### config.mk
export PLATFORM = sky130hd
export DESIGN_NAME = digest_byte_tx
export DESIGN_NICKNAME = d
export VERILOG_FILES = /design/src/rtl/digest_byte_tx.sv
export SDC_FILE = /design/constraint.sdc
export NUM_CORES = 1
export LEC_CHECK = 0
export CAP_MARGIN = 20
export CORE_ASPECT_RATIO = 0.5
export CORE_UTILIZATION = 56
export DETAILED_ROUTE_END_ITERATION = 10
export HOLD_SLACK_MARGIN = 0.15
export PLACE_DENSITY = 0.76
export SKIP_LAST_GASP = 1
export SYNTH_ARGS = -nofsm -noshare
export SYNTH_HDL_FRONTEND = slang
export SYNTH_SLANG_ARGS = --single-unit
### constraint.sdc
create_clock -name clk -period 3.3 [get_ports clk]
set_clock_uncertainty 0.2 [all_clocks]
set_input_delay 0.66 -clock clk [delete_from_list [all_inputs] [get_ports clk]]
set_output_delay 0.66 -clock clk [all_outputs]
set_load 0.02 [all_outputs]
### src/rtl/digest_byte_tx.sv
// digest_byte_tx: serialises finished 256-bit digests into a 32-byte valid/ready stream.
// Latency: byte 0 is presented one cycle after din_vld; back-to-back digests stream with no gap.
// Backpressure: tx_rdy low holds the current byte; one further digest is queued, any more are dropped and flagged.
//
// Ports:
//   clk, rst       - single clock, synchronous active-high reset
//   din_vld, din   - one-cycle pulse plus 256-bit digest word
//   tx_data/tx_vld/tx_rdy/tx_last - byte stream out, tx_last marks byte 31
//   busy           - a digest is being sent or waiting
//   overflow       - sticky: a digest arrived while both slots were full
module digest_byte_tx #(
  parameter int unsigned MSB_FIRST = 1
) (
  input  logic         clk,
  input  logic         rst,
  input  logic         din_vld,
  input  logic [255:0] din,
  output logic [7:0]   tx_data,
  output logic         tx_vld,
  input  logic         tx_rdy,
  output logic         tx_last,
  output logic         busy,
  output logic         overflow
);

  typedef enum logic {
    IDLE = 1'b0,
    SEND = 1'b1
  } state_t;

  state_t       state_q,    state_d;
  logic [255:0] act_q,      act_d;
  logic         act_vld_q,  act_vld_d;
  logic [255:0] pend_q,     pend_d;
  logic         pend_vld_q, pend_vld_d;
  logic [4:0]   cnt_q,      cnt_d;
  logic         ovf_q,      ovf_d;

  logic         xfer;
  logic         wrap;
  logic [255:0] act_shift;
  logic [7:0]   sel_byte;

  // All stream outputs come from registers only, so tx_rdy never reaches them.
  assign tx_vld   = (state_q == SEND);
  assign tx_last  = tx_vld && (cnt_q == 5'd31);
  assign tx_data  = tx_vld ? sel_byte : 8'h00;
  assign busy     = act_vld_q | pend_vld_q;
  assign overflow = ovf_q;

  assign xfer = tx_vld & tx_rdy;
  assign wrap = xfer & (cnt_q == 5'd31);

  // Byte select by shifting: for MSB-first order, byte index i lives at
  // bit offset 8*(31-i), and 31-i equals ~i in 5 bits.
  always_comb begin
    if (MSB_FIRST != 0) begin
      act_shift = act_q >> {~cnt_q, 3'b000};
    end else begin
      act_shift = act_q >> {cnt_q, 3'b000};
    end
    sel_byte = act_shift[7:0];
  end

  // Next-state and datapath load decisions.
  always_comb begin
    state_d    = state_q;
    act_d      = act_q;
    act_vld_d  = act_vld_q;
    pend_d     = pend_q;
    pend_vld_d = pend_vld_q;
    cnt_d      = cnt_q;
    ovf_d      = ovf_q;

    case (state_q)
      IDLE: begin
        // Pending is always empty here: it is promoted before going idle.
        if (din_vld) begin
          act_d     = din;
          act_vld_d = 1'b1;
          cnt_d     = 5'd0;
          state_d   = SEND;
        end
      end

      SEND: begin
        if (wrap) begin
          cnt_d = 5'd0;
          if (pend_vld_q) begin
            // Promote the queued digest; a digest arriving now takes
            // the slot that was just vacated.
            act_d = pend_q;
            if (din_vld) begin
              pend_d = din;
            end else begin
              pend_vld_d = 1'b0;
            end
          end else if (din_vld) begin
            // Queue empty: the new digest goes straight to active.
            act_d = din;
          end else begin
            act_vld_d = 1'b0;
            state_d   = IDLE;
          end
        end else begin
          if (xfer) begin
            cnt_d = cnt_q + 5'd1;
          end
          if (din_vld) begin
            if (!pend_vld_q) begin
              pend_d     = din;
              pend_vld_d = 1'b1;
            end else begin
              ovf_d = 1'b1;
            end
          end
        end
      end

      default: begin
        state_d   = IDLE;
        act_vld_d = 1'b0;
      end
    endcase
  end

  always_ff @(posedge clk) begin
    if (rst) begin
      state_q    <= IDLE;
      act_q      <= '0;
      act_vld_q  <= 1'b0;
      pend_q     <= '0;
      pend_vld_q <= 1'b0;
      cnt_q      <= 5'd0;
      ovf_q      <= 1'b0;
    end else begin
      state_q    <= state_d;
      act_q      <= act_d;
      act_vld_q  <= act_vld_d;
      pend_q     <= pend_d;
      pend_vld_q <= pend_vld_d;
      cnt_q      <= cnt_d;
      ovf_q      <= ovf_d;
    end
  end

endmodule

==> flow_metrics.tcl, run 1 <==
set metrics [dict create \
    outcome "finished, violations left" \
    violations "setup timing" \
    gp_congestion 0.927 \
    ys_top_cells_by_area "dfxtp_1 (45%), nand2_1 (8.7%), nand3b_1 (8.3%), a211oi_1 (8.3%), a21oi_1 (5.7%)" \
    min_to "pend_q[75]" \
    clkLatencyLatePin_ns 0.57 \
    ys.flop_type "dfxtp_1" \
    worst_slew_pin_slew_ns 0.748 \
    path_delay_family "multiplexers" \
    switching_share 0.259 \
    r2r_end "pend_q[81]" \
    grt_remaining_overflow 0 \
    ir_drop_mv 0.381 \
    io_buffers 271 \
    crit_fanout 7 \
    synthAdderAreaFrac 0.00108 \
    power_mw 14.9 \
    place_ws_ns 0.187 \
    grt_start_max_net_pins 154 \
    slowest_stage "mux4_2" \
    crit_start "cnt_q[1]" \
    cts_root_buf "clkbuf_16" \
    ys_types 37 \
    finalCritPeriodShare 1.03 \
    cpMostUsedCell "buf_6" \
    worstPathArrival_ns 2.54 \
    cp_num_buf_inv 2 \
    rows 52 \
    p_leak_nw 9.91 \
    grtUsageTotal 0.304 \
    via_per_inst 5.86 \
    setup_ws_ns -0.0987 \
    crit_chain "buf_6 -> mux4_2 -> a22oi_1 -> nand4_1 -> and3_4 -> buf_6" \
    routed_wirelength_um 65600 \
    synth-simple-area-share 0.223 \
    min_path_cells 2 \
    vias 20500 \
    synthArstFlopShare 0 \
    first_global_vias 18900 \
    numCtsBuffers 45 \
    syn_inst 2791 \
    critPathCaptureType "primary output" \
    rr_startpoint "cnt_q[1]" \
    reg2reg_depth 12 \
    routedWlPerCell_um 18.7 \
    synthMuxAreaShare 0.0628 \
    clockPowerShare 0.390 \
    ys_ff_latch 521 \
    p_comb_frac 0.142 \
    synth_top_area_frac 0.450 \
    ios 272 \
    synthesis.area_mm2 0.0232 \
    synth_xor_area_frac 0.000756 \
    slew_headroom 0.502 \
    die_h_um 146 \
    synth_edf_count 0 \
    coreArea_mm2 0.0406 \
    die_w_um 290 \
    drt_iter0_markers 1601 \
    drive_above_1_share 0.0925 \
    yosysTopAreaCell "dfxtp_1" \
    max_freq_mhz 294 \
    hpwl_um 43300 \
    p_switching_mw 3.85 \
    start_kind "flip-flop" \
    rrSetupSlack_ns 0.26 \
    hold_violations 0 \
    post-synth-top-count-cell "nand2_1" \
    antenna_found_initial 2 \
    power_density_mw_per_mm2 523 \
    internal_power_mw 11.0 \
    clk_pin_slew_ns 0.07 \
    yosys_warnings 0 \
    timing.hold.worst.class "reg2reg" \
    grt_pass1_wl_um 103000 \
    area_delta_synth_final_pct 22.7 \
    synth_compound_area_frac 0.208 \
    cts_htree_levels 2 \
    initial_utilization 0.571 \
    max_stage_delay_ns 0.53 \
    synth_top_family_by_area "simple AND/OR/NAND/NOR gates" \
    first_pass_iters 6 \
    min_period_ns 3.40 \
    ant_nets 0 \
    syn_area_per_cell_um2 8.31 \
    yosysSeqAreaShare 0.450 \
    min_from "pend_q[75]" \
    nFillCells 3290 \
    critPathKind "reg2out" \
    setup_tns_ns -0.569 \
    nets 3187 \
    crit_required_ns 2.44 \
    maxSlewViolCount 0 \
    die-area_mm2 0.0423 \
    setup_viol 8 \
    drcViolationCount 0 \
    rsz0062_at_grt "yes" \
    max-cap-violations 0 \
    cts_buffer_depth 3 \
    cts_tree "built" \
    pwr-share-seq 0.468 \
    synthesis.nets 3053 \
    cts.sinks 521 \
    ys_top_cells_by_count "nand2_1 (536), dfxtp_1 (521), nor2_1 (264)" \
]
[state kept, by name, summed over array words and instances (netlist names)]
signal,cells
pend_vld_q,1
tx_vld,1
act_q,256
overflow,1
act_vld_q,1
cnt_q,5
pend_q,256
[through the flow]
stage	std cells	hold WS [ns]	cell area, um2	util
2_1_floorplan	2791	0.233	23200	-
3_3_place_gp	3394	0.238	26300	0.649
3_5_place_dp	3394	0.243	26300	0.649
4_1_cts	3492	0.253	28300	0.696
5_1_grt	3503	0.265	28400	0.700
6_report	3504	0.249	28400	0.700
[power by group through the flow]
| stage | combinational (mW) | clock (mW) | sequential [mW] |
|---|---|---|---|
| floorplan | 1.27 | 0 | 6.99 |
| CTS | 2.08 | 5.87 | 6.96 |
| detailed placement | 2.03 | 0 | 7.11 |
| global placement | 2.00 | 0 | 7.10 |
| finish | 2.11 | 5.80 | 6.97 |
| global route | 2.32 | 6.13 | 7.01 |
[cell type report]
class	instances	area (um2)	area share
repair buffers	370	4080	0.143
well taps	540	676	0.0238
diodes	2	5.00	0.000176
clock buffers	67	1360	0.0479
clock inverters	17	245	0.00863
multi-input cells	1987	11600	0.409
flip-flops and latches	521	10400	0.367
[per-layer routing]
metal,part of all wire,GRT usage,vias up
li1,-,-,10100
met1,0.44,0.415,9855
met2,0.49,0.498,501
met3,0.052,0.0481,103
met4,0.026,0.0848,0
met5,0,0,-
[worst max-delay path by stage]
stage               slack, ns  cells after the start         end
detailed placement       0.19                      6  tx_data[7]
floorplan                0.72                      9  act_q[160]
global placement         0.19                      6  tx_data[2]
finish                   -0.1                      6  tx_data[5]
global route            -0.16                      7  tx_data[1]
CTS                     -0.09                      6  tx_data[2]
[worst reg2reg max path, delay by kind of cell (launching register included)]
family | cells | cell delay (ns)
compound gates | 3 | 0.72
fa+ha+maj | 2 | 0.37
flops | 1 | 0.42
simple gates | 2 | 0.31
buf+inv | 5 | 0.94
[cells by family (layout without fill, tap and decap cells)]
| logic type | count (synthesis) | count (layout) |
|---|---|---|
| AO/OA/AOI/OAI | 814 | 814 |
| XOR/XNOR | 2 | 2 |
| adder cells (fa/ha/maj) | 2 | 2 |
| buffers and inverters | 283 | 454 |
| flip-flops | 521 | 521 |
| multiplexers | 73 | 73 |
| other | 0 | 2 |
| AND/OR/NAND/NOR | 1096 | 1096 |
[what timing repair did]
action                     CTS  global route
hold endpoints to repair     0             0
setup endpoints to repair    9             8
hold buffers                 0             0
buffers inserted            12             9
gates cloned                 2             2
gates resized for setup     28            17
pin swaps                    9            19
[layout by cell type, fill, tap and decap left out, drive strengths merged, types with 2 or more instances in the layout]
cell type,instances
and3,11
a31oi,8
bufinv,6
o22a,8
clkinv,9
nor2,264
a22oi,17
mux4,56
nand3,10
nor4,2
a211oi,256
nand2,536
clkdlybuf4s50,260
clkbuf,70
xor2,2
nand4,9
a21oi,263
nor2b,4
dfxtp,521
nand3b,257
mux2i,16
buf,106
o21ai,257
diode,2
ha,2
Power figures use the tool's default switching activity.
==> run 2: changes to the inputs <==
--- a/config.mk
+++ b/config.mk
@@ -7,6 +7,7 @@
 export LEC_CHECK = 0
 export CAP_MARGIN = 20
 export CORE_ASPECT_RATIO = 0.5
+export CORE_MARGIN = 2
 export CORE_UTILIZATION = 56
 export DETAILED_ROUTE_END_ITERATION = 10
 export HOLD_SLACK_MARGIN = 0.15
==> run 2 against run 1 <==
Core utilization shrank 1.1 points. Critical path type unchanged. Sequential share of layout area rose by 0.56 points. First-iteration DRC count is 37% higher. The run still ends with setup timing left. Cell area down 1.5%. Non-clock buffer count fell by 20. Power down 2.4%. Critical path depth unchanged. Register-to-register slack improved by 0.02 ns. Highest routed layer unchanged. Final cell count decreased by 0.77%. Global-route usage rose by 0.16 points. Worst setup slack worse by 0.022 ns.
==> flow_metrics.tcl, run 2 (synthesis results as in run 1) <==
set metrics [dict create \
    outcome "finished, violations left" \
    violations "setup timing" \
    slew_headroom 0.541 \
    first_pass_iters 8 \
    hpwl_um 45600 \
    critPathCaptureType "primary output" \
    power_mw 14.5 \
    hold_violations 0 \
    fin_area_mm2 0.0280 \
    reg_top3 "act_q x256, pend_q x256, cnt_q x5" \
    numCtsBuffers 45 \
    io_buffers 271 \
    grtUsageTotal 0.306 \
    coreArea_mm2 0.0406 \
    min_path_cells 2 \
    min_period_ns 3.42 \
    clkLatencyLatePin_ns 0.56 \
    routed_wirelength_um 67800 \
    gp_congestion 0.952 \
    drive_above_1_share 0.0831 \
    timing.hold.worst.class "reg2reg" \
    max-cap-violations 0 \
    cts_tree "built" \
    first_global_vias 19100 \
    layout_common_cells "nand2_1 (534), dfxtp_1 (519), nor2_1 (263), a21oi_1 (263), clkdlybuf4s50_1 (260)" \
    cts_htree_levels 2 \
    p_leak_nw 9.72 \
    vias 20700 \
    crit_required_ns 2.44 \
    start_kind "flip-flop" \
    drcViolationCount 0 \
    rows 52 \
    crit_fanout 6 \
    cts_buffer_depth 3 \
    worst_slew_pin_slew_ns 0.688 \
    routedWlPerCell_um 19.5 \
    hold_buffers 0 \
    nets 3167 \
    power_density_mw_per_mm2 519 \
    grt_start_max_net_pins 111 \
    stdcell_count 3477 \
    layout_commonest_cell "nand2_1" \
    area_delta_synth_final_pct 20.8 \
    setup_ws_ns -0.121 \
    rsz0062_at_grt "yes" \
    ir_drop_mv 0.374 \
    finalCritPeriodShare 1.04 \
    critPathKind "reg2out" \
    nFillCells 3295 \
    finish.utilization 0.690 \
    cts.sinks 521 \
    reg2reg_depth 12 \
    via_per_inst 5.96 \
    dpl_cell_area_mm2 0.0262 \
    initial_utilization 0.571 \
    worstPathArrival_ns 2.56 \
    clk_pin_slew_ns 0.07 \
    cts_root_buf "clkbuf_16" \
    grt_remaining_overflow 0 \
    die_h_um 148 \
    ff_latch_area_mm2 0.0104 \
    ant_nets 0 \
    ios 272 \
    drt_iter0_markers 2200 \
    placed_cells 3383 \
    max_freq_mhz 292 \
    grt_pass1_wl_um 105000 \
    multiInputGateArea_mm2 0.0116 \
    antenna_found_initial 2 \
    setup_viol 8 \
    die-area_mm2 0.0431 \
    die_w_um 292 \
    maxSlewViolCount 0 \
]
run 2: final timing paths:
kind,slack (ns),to,from
worst max-delay path,-0.12,tx_data[4],cnt_q[1]
worst min-delay path,0.25,pend_q[93],pend_q[93]
worst max register to register,0.28,pend_q[80],cnt_q[1]
worst min register to register,0.25,pend_q[93],pend_q[93]
run 2: stage by stage:
stage / hold slack, ns / setup slack [ns] / TNS [ns]
2_1_floorplan: 0.233 / 0.718 / 0
3_3_place_gp: 0.238 / 0.0294 / 0
3_5_place_dp: 0.243 / -0.0469 / -0.0495
4_1_cts: 0.253 / -0.138 / -0.771
5_1_grt: 0.267 / -0.150 / -1.01
6_report: 0.251 / -0.121 / -0.647
run 2: report_power, final:
group / total (mW) / internal (mW) / switching, mW
clock network: 5.46 / 3.04 / 2.42
logic: 2.04 / 0.954 / 1.08
registers: 7.04 / 6.71 / 0.329
total: 14.5 / 10.7 / 3.83
run 2: repair_timing:
action                                  4_1_cts  5_1_grt
setup buffers                                11        3
endpoints found under the hold margin         0        0
resized for setup                            73       12
gates cloned                                  1        1
pin swaps                                    22       19
endpoints found under the setup margin        9        8
run 2: per-layer routing:
| metal | global-route usage | vias to the layer above | part of all wire |
|---|---|---|---|
| met1 | 0.406 | 9975 | 0.42 |
| met4 | 0.0794 | 0 | 0.026 |
| met3 | 0.0579 | 126 | 0.066 |
| met5 | 0 | - | 0 |
| li1 | - | 10000 | - |
| met2 | 0.514 | 607 | 0.48 |
run 2: critical path, stage by stage, from the launching register on:
cell	delay, ns
dfxtp_4	0.45
buf_12	0.15
mux4_1	0.57
a22oi_2	0.19
nand4_1	0.22
and3_4	0.28
buf_6	0.13
run 2: cell type report:
| cell class | count | share of cell area |
|---|---|---|
| multi-input cells | 1987 | 0.414 |
| flip-flops and latches | 521 | 0.373 |
| clock buffers | 59 | 0.0457 |
| repair buffers | 350 | 0.136 |
| well taps | 540 | 0.0241 |
| clock inverters | 18 | 0.00715 |
| diodes | 2 | 0.000179 |
==> run 3: changes to the inputs <==
--- a/config.mk
+++ b/config.mk
@@ -9,6 +9,7 @@
 export CORE_ASPECT_RATIO = 0.5
 export CORE_MARGIN = 2
 export CORE_UTILIZATION = 56
+export CTS_CLUSTER_DIAMETER = 30
 export DETAILED_ROUTE_END_ITERATION = 10
 export HOLD_SLACK_MARGIN = 0.15
 export PLACE_DENSITY = 0.76
==> run 3 against run 2 <==
The flow still finishes with violations (setup timing). Cell area increased by 2.3%. Via count grew 1.1%. Combinational power is essentially flat. Power increased by 13%. Clock power rose by 35%. Core utilization up 1.6 points. Die area stayed put. First-iteration DRC count decreased by 3.5%. Critical endpoint is now tx_data[1].
==> flow_metrics.tcl, run 3 (synthesis results as in run 1) <==
set metrics [dict create \
    power_mw 16.4 \
    rrSetupSlack_ns 0.19 \
    die_w_um 292 \
    first_pass_iters 5 \
    antenna_found_initial 1 \
    ir_drop_mv 0.425 \
    via_per_inst 5.99 \
    timing.hold.worst.class "in2reg" \
    routedWlPerCell_um 19.5 \
    gp_congestion 0.952 \
    rsz0062_at_grt "yes" \
    numCtsBuffers 59 \
    critPathCaptureType "primary output" \
    clkLatencyLatePin_ns 0.60 \
    worstPathArrival_ns 2.61 \
    cts_htree_levels 2 \
    worstSetupEndpoint "tx_data[1]" \
    power_density_mw_per_mm2 573 \
    ios 272 \
    drt_iter0_markers 2124 \
    die-area_mm2 0.0431 \
    r2r_end "pend_q[203]" \
    grtUsageTotal 0.309 \
    layout_common_cells "nand2_1 (534), dfxtp_1 (519), nor2_1 (263), a21oi_1 (263), clkdlybuf4s50_1 (260)" \
    setup_ws_ns -0.169 \
    coreArea_mm2 0.0406 \
    max_freq_mhz 288 \
    routed_wirelength_um 68300 \
    max-cap-violations 0 \
    reg2reg_depth 12 \
    dpl_cell_area_mm2 0.0262 \
    hold_buffers 0 \
    cts_buffer_depth 3 \
    cts_root_buf "clkbuf_16" \
    start_kind "flip-flop" \
    crit_fanout 6 \
    fin_area_mm2 0.0287 \
    rows 52 \
    first_global_vias 19400 \
    reg_top3 "act_q x256, pend_q x256, cnt_q x5" \
    clk_pin_slew_ns 0.06 \
    nets 3174 \
    grt_start_max_net_pins 111 \
    drcViolationCount 0 \
    critPathKind "reg2out" \
    finalCritPeriodShare 1.05 \
    vias 21000 \
    die_h_um 148 \
    hold_violations 0 \
    setup_viol 8 \
    slew_headroom 0.535 \
    cts_tree "built" \
    outcome "finished, violations left" \
    io_buffers 271 \
    min_period_ns 3.47 \
    maxSlewViolCount 0 \
    worst_slew_pin_slew_ns 0.697 \
    area_delta_synth_final_pct 23.6 \
    crit_required_ns 2.44 \
    grt_remaining_overflow 0 \
    initial_utilization 0.571 \
    ant_nets 0 \
    layout_commonest_cell "nand2_1" \
    rr_startpoint "cnt_q[1]" \
    hpwl_um 45600 \
    nFillCells 3234 \
    violations "setup timing" \
    grt_pass1_wl_um 107000 \
    crit_start "cnt_q[1]" \
    cts.sinks 521 \
    drive_above_1_share 0.0919 \
    p_leak_nw 10.0 \
]
-- run 3: changes by cell type in the layout (fill, tap and decap cells not counted), sizes merged, moves of 2 or more --
| cell | delta |
|---|---|
| inv | +19 |
| clkinvlp | +2 |
| buf | -5 |
| bufinv | +7 |
| clkbuf | +5 |
-- run 3: worst max-delay path: stages (launching register included) --
cell	delay [ns]
dfxtp_4	0.46
buf_12	0.16
mux4_2	0.51
a22oi_2	0.26
nand4_1	0.21
and3_1	0.27
buf_6	0.13
-- run 3: what timing repair did --
action,CTS,global route
setup endpoints to repair,9,9
pin swaps,24,18
gates resized for setup,74,10
buffers inserted,7,0
gates cloned,1,0
-- run 3: final cells by class --
| class | instances | area, um2 | area share |
|---|---|---|---|
| tap | 540 | 676 | 0.0236 |
| antenna | 1 | 2.50 | 0.0000873 |
| multi-input combinational | 1987 | 11600 | 0.404 |
| timing repair buffer | 343 | 3740 | 0.131 |
| clock buffer | 65 | 1570 | 0.0548 |
| sequential | 521 | 10400 | 0.364 |
| clock inverter | 45 | 641 | 0.0224 |
-- run 3: report_power, final --
group / switching (mW) / leakage (nW) / internal, mW
logic: 1.09 / 4.66 / 0.949
registers: 0.328 / 4.28 / 6.71
clock network: 2.96 / 1.08 / 4.40
total: 4.37 / 10.0 / 12.1
-- run 3: how the worst min path moves through the flow --
stage / depth (start not counted) / end / startpoint / slack [ns]
2_1_floorplan: 2 / pend_q[0] / pend_q[0] / 0.23
3_3_place_gp: 2 / pend_q[75] / pend_q[75] / 0.24
3_5_place_dp: 2 / pend_q[40] / pend_q[40] / 0.24
4_1_cts: 3 / pend_vld_q / din_vld / 0.23
5_1_grt: 3 / pend_vld_q / din_vld / 0.25
6_report: 3 / pend_vld_q / din_vld / 0.25
-- run 3: routing by layer --
| metal | GRT usage | part of all wire | vias to the layer above |
|---|---|---|---|
| met1 | 0.412 | 0.43 | 10100 |
| li1 | - | - | 10100 |
| met3 | 0.0486 | 0.059 | 135 |
| met4 | 0.0938 | 0.028 | 0 |
| met2 | 0.521 | 0.49 | 609 |
| met5 | 0 | 0 | - |
-- run 3: per-stage QoR --
step | std cells | setup WS (ns) | hold WS (ns) | utilization | TNS [ns]
final | 3502 | -0.169 | 0.245 | 0.706 | -1.15
after floorplan | 2791 | 0.718 | 0.233 | - | 0
after global placement | 3383 | 0.0294 | 0.238 | 0.647 | 0
after CTS | 3501 | -0.169 | 0.228 | 0.705 | -1.02
after global routing | 3502 | -0.189 | 0.250 | 0.706 | -1.34
after detailed placement | 3383 | -0.0469 | 0.243 | 0.647 | -0.0495
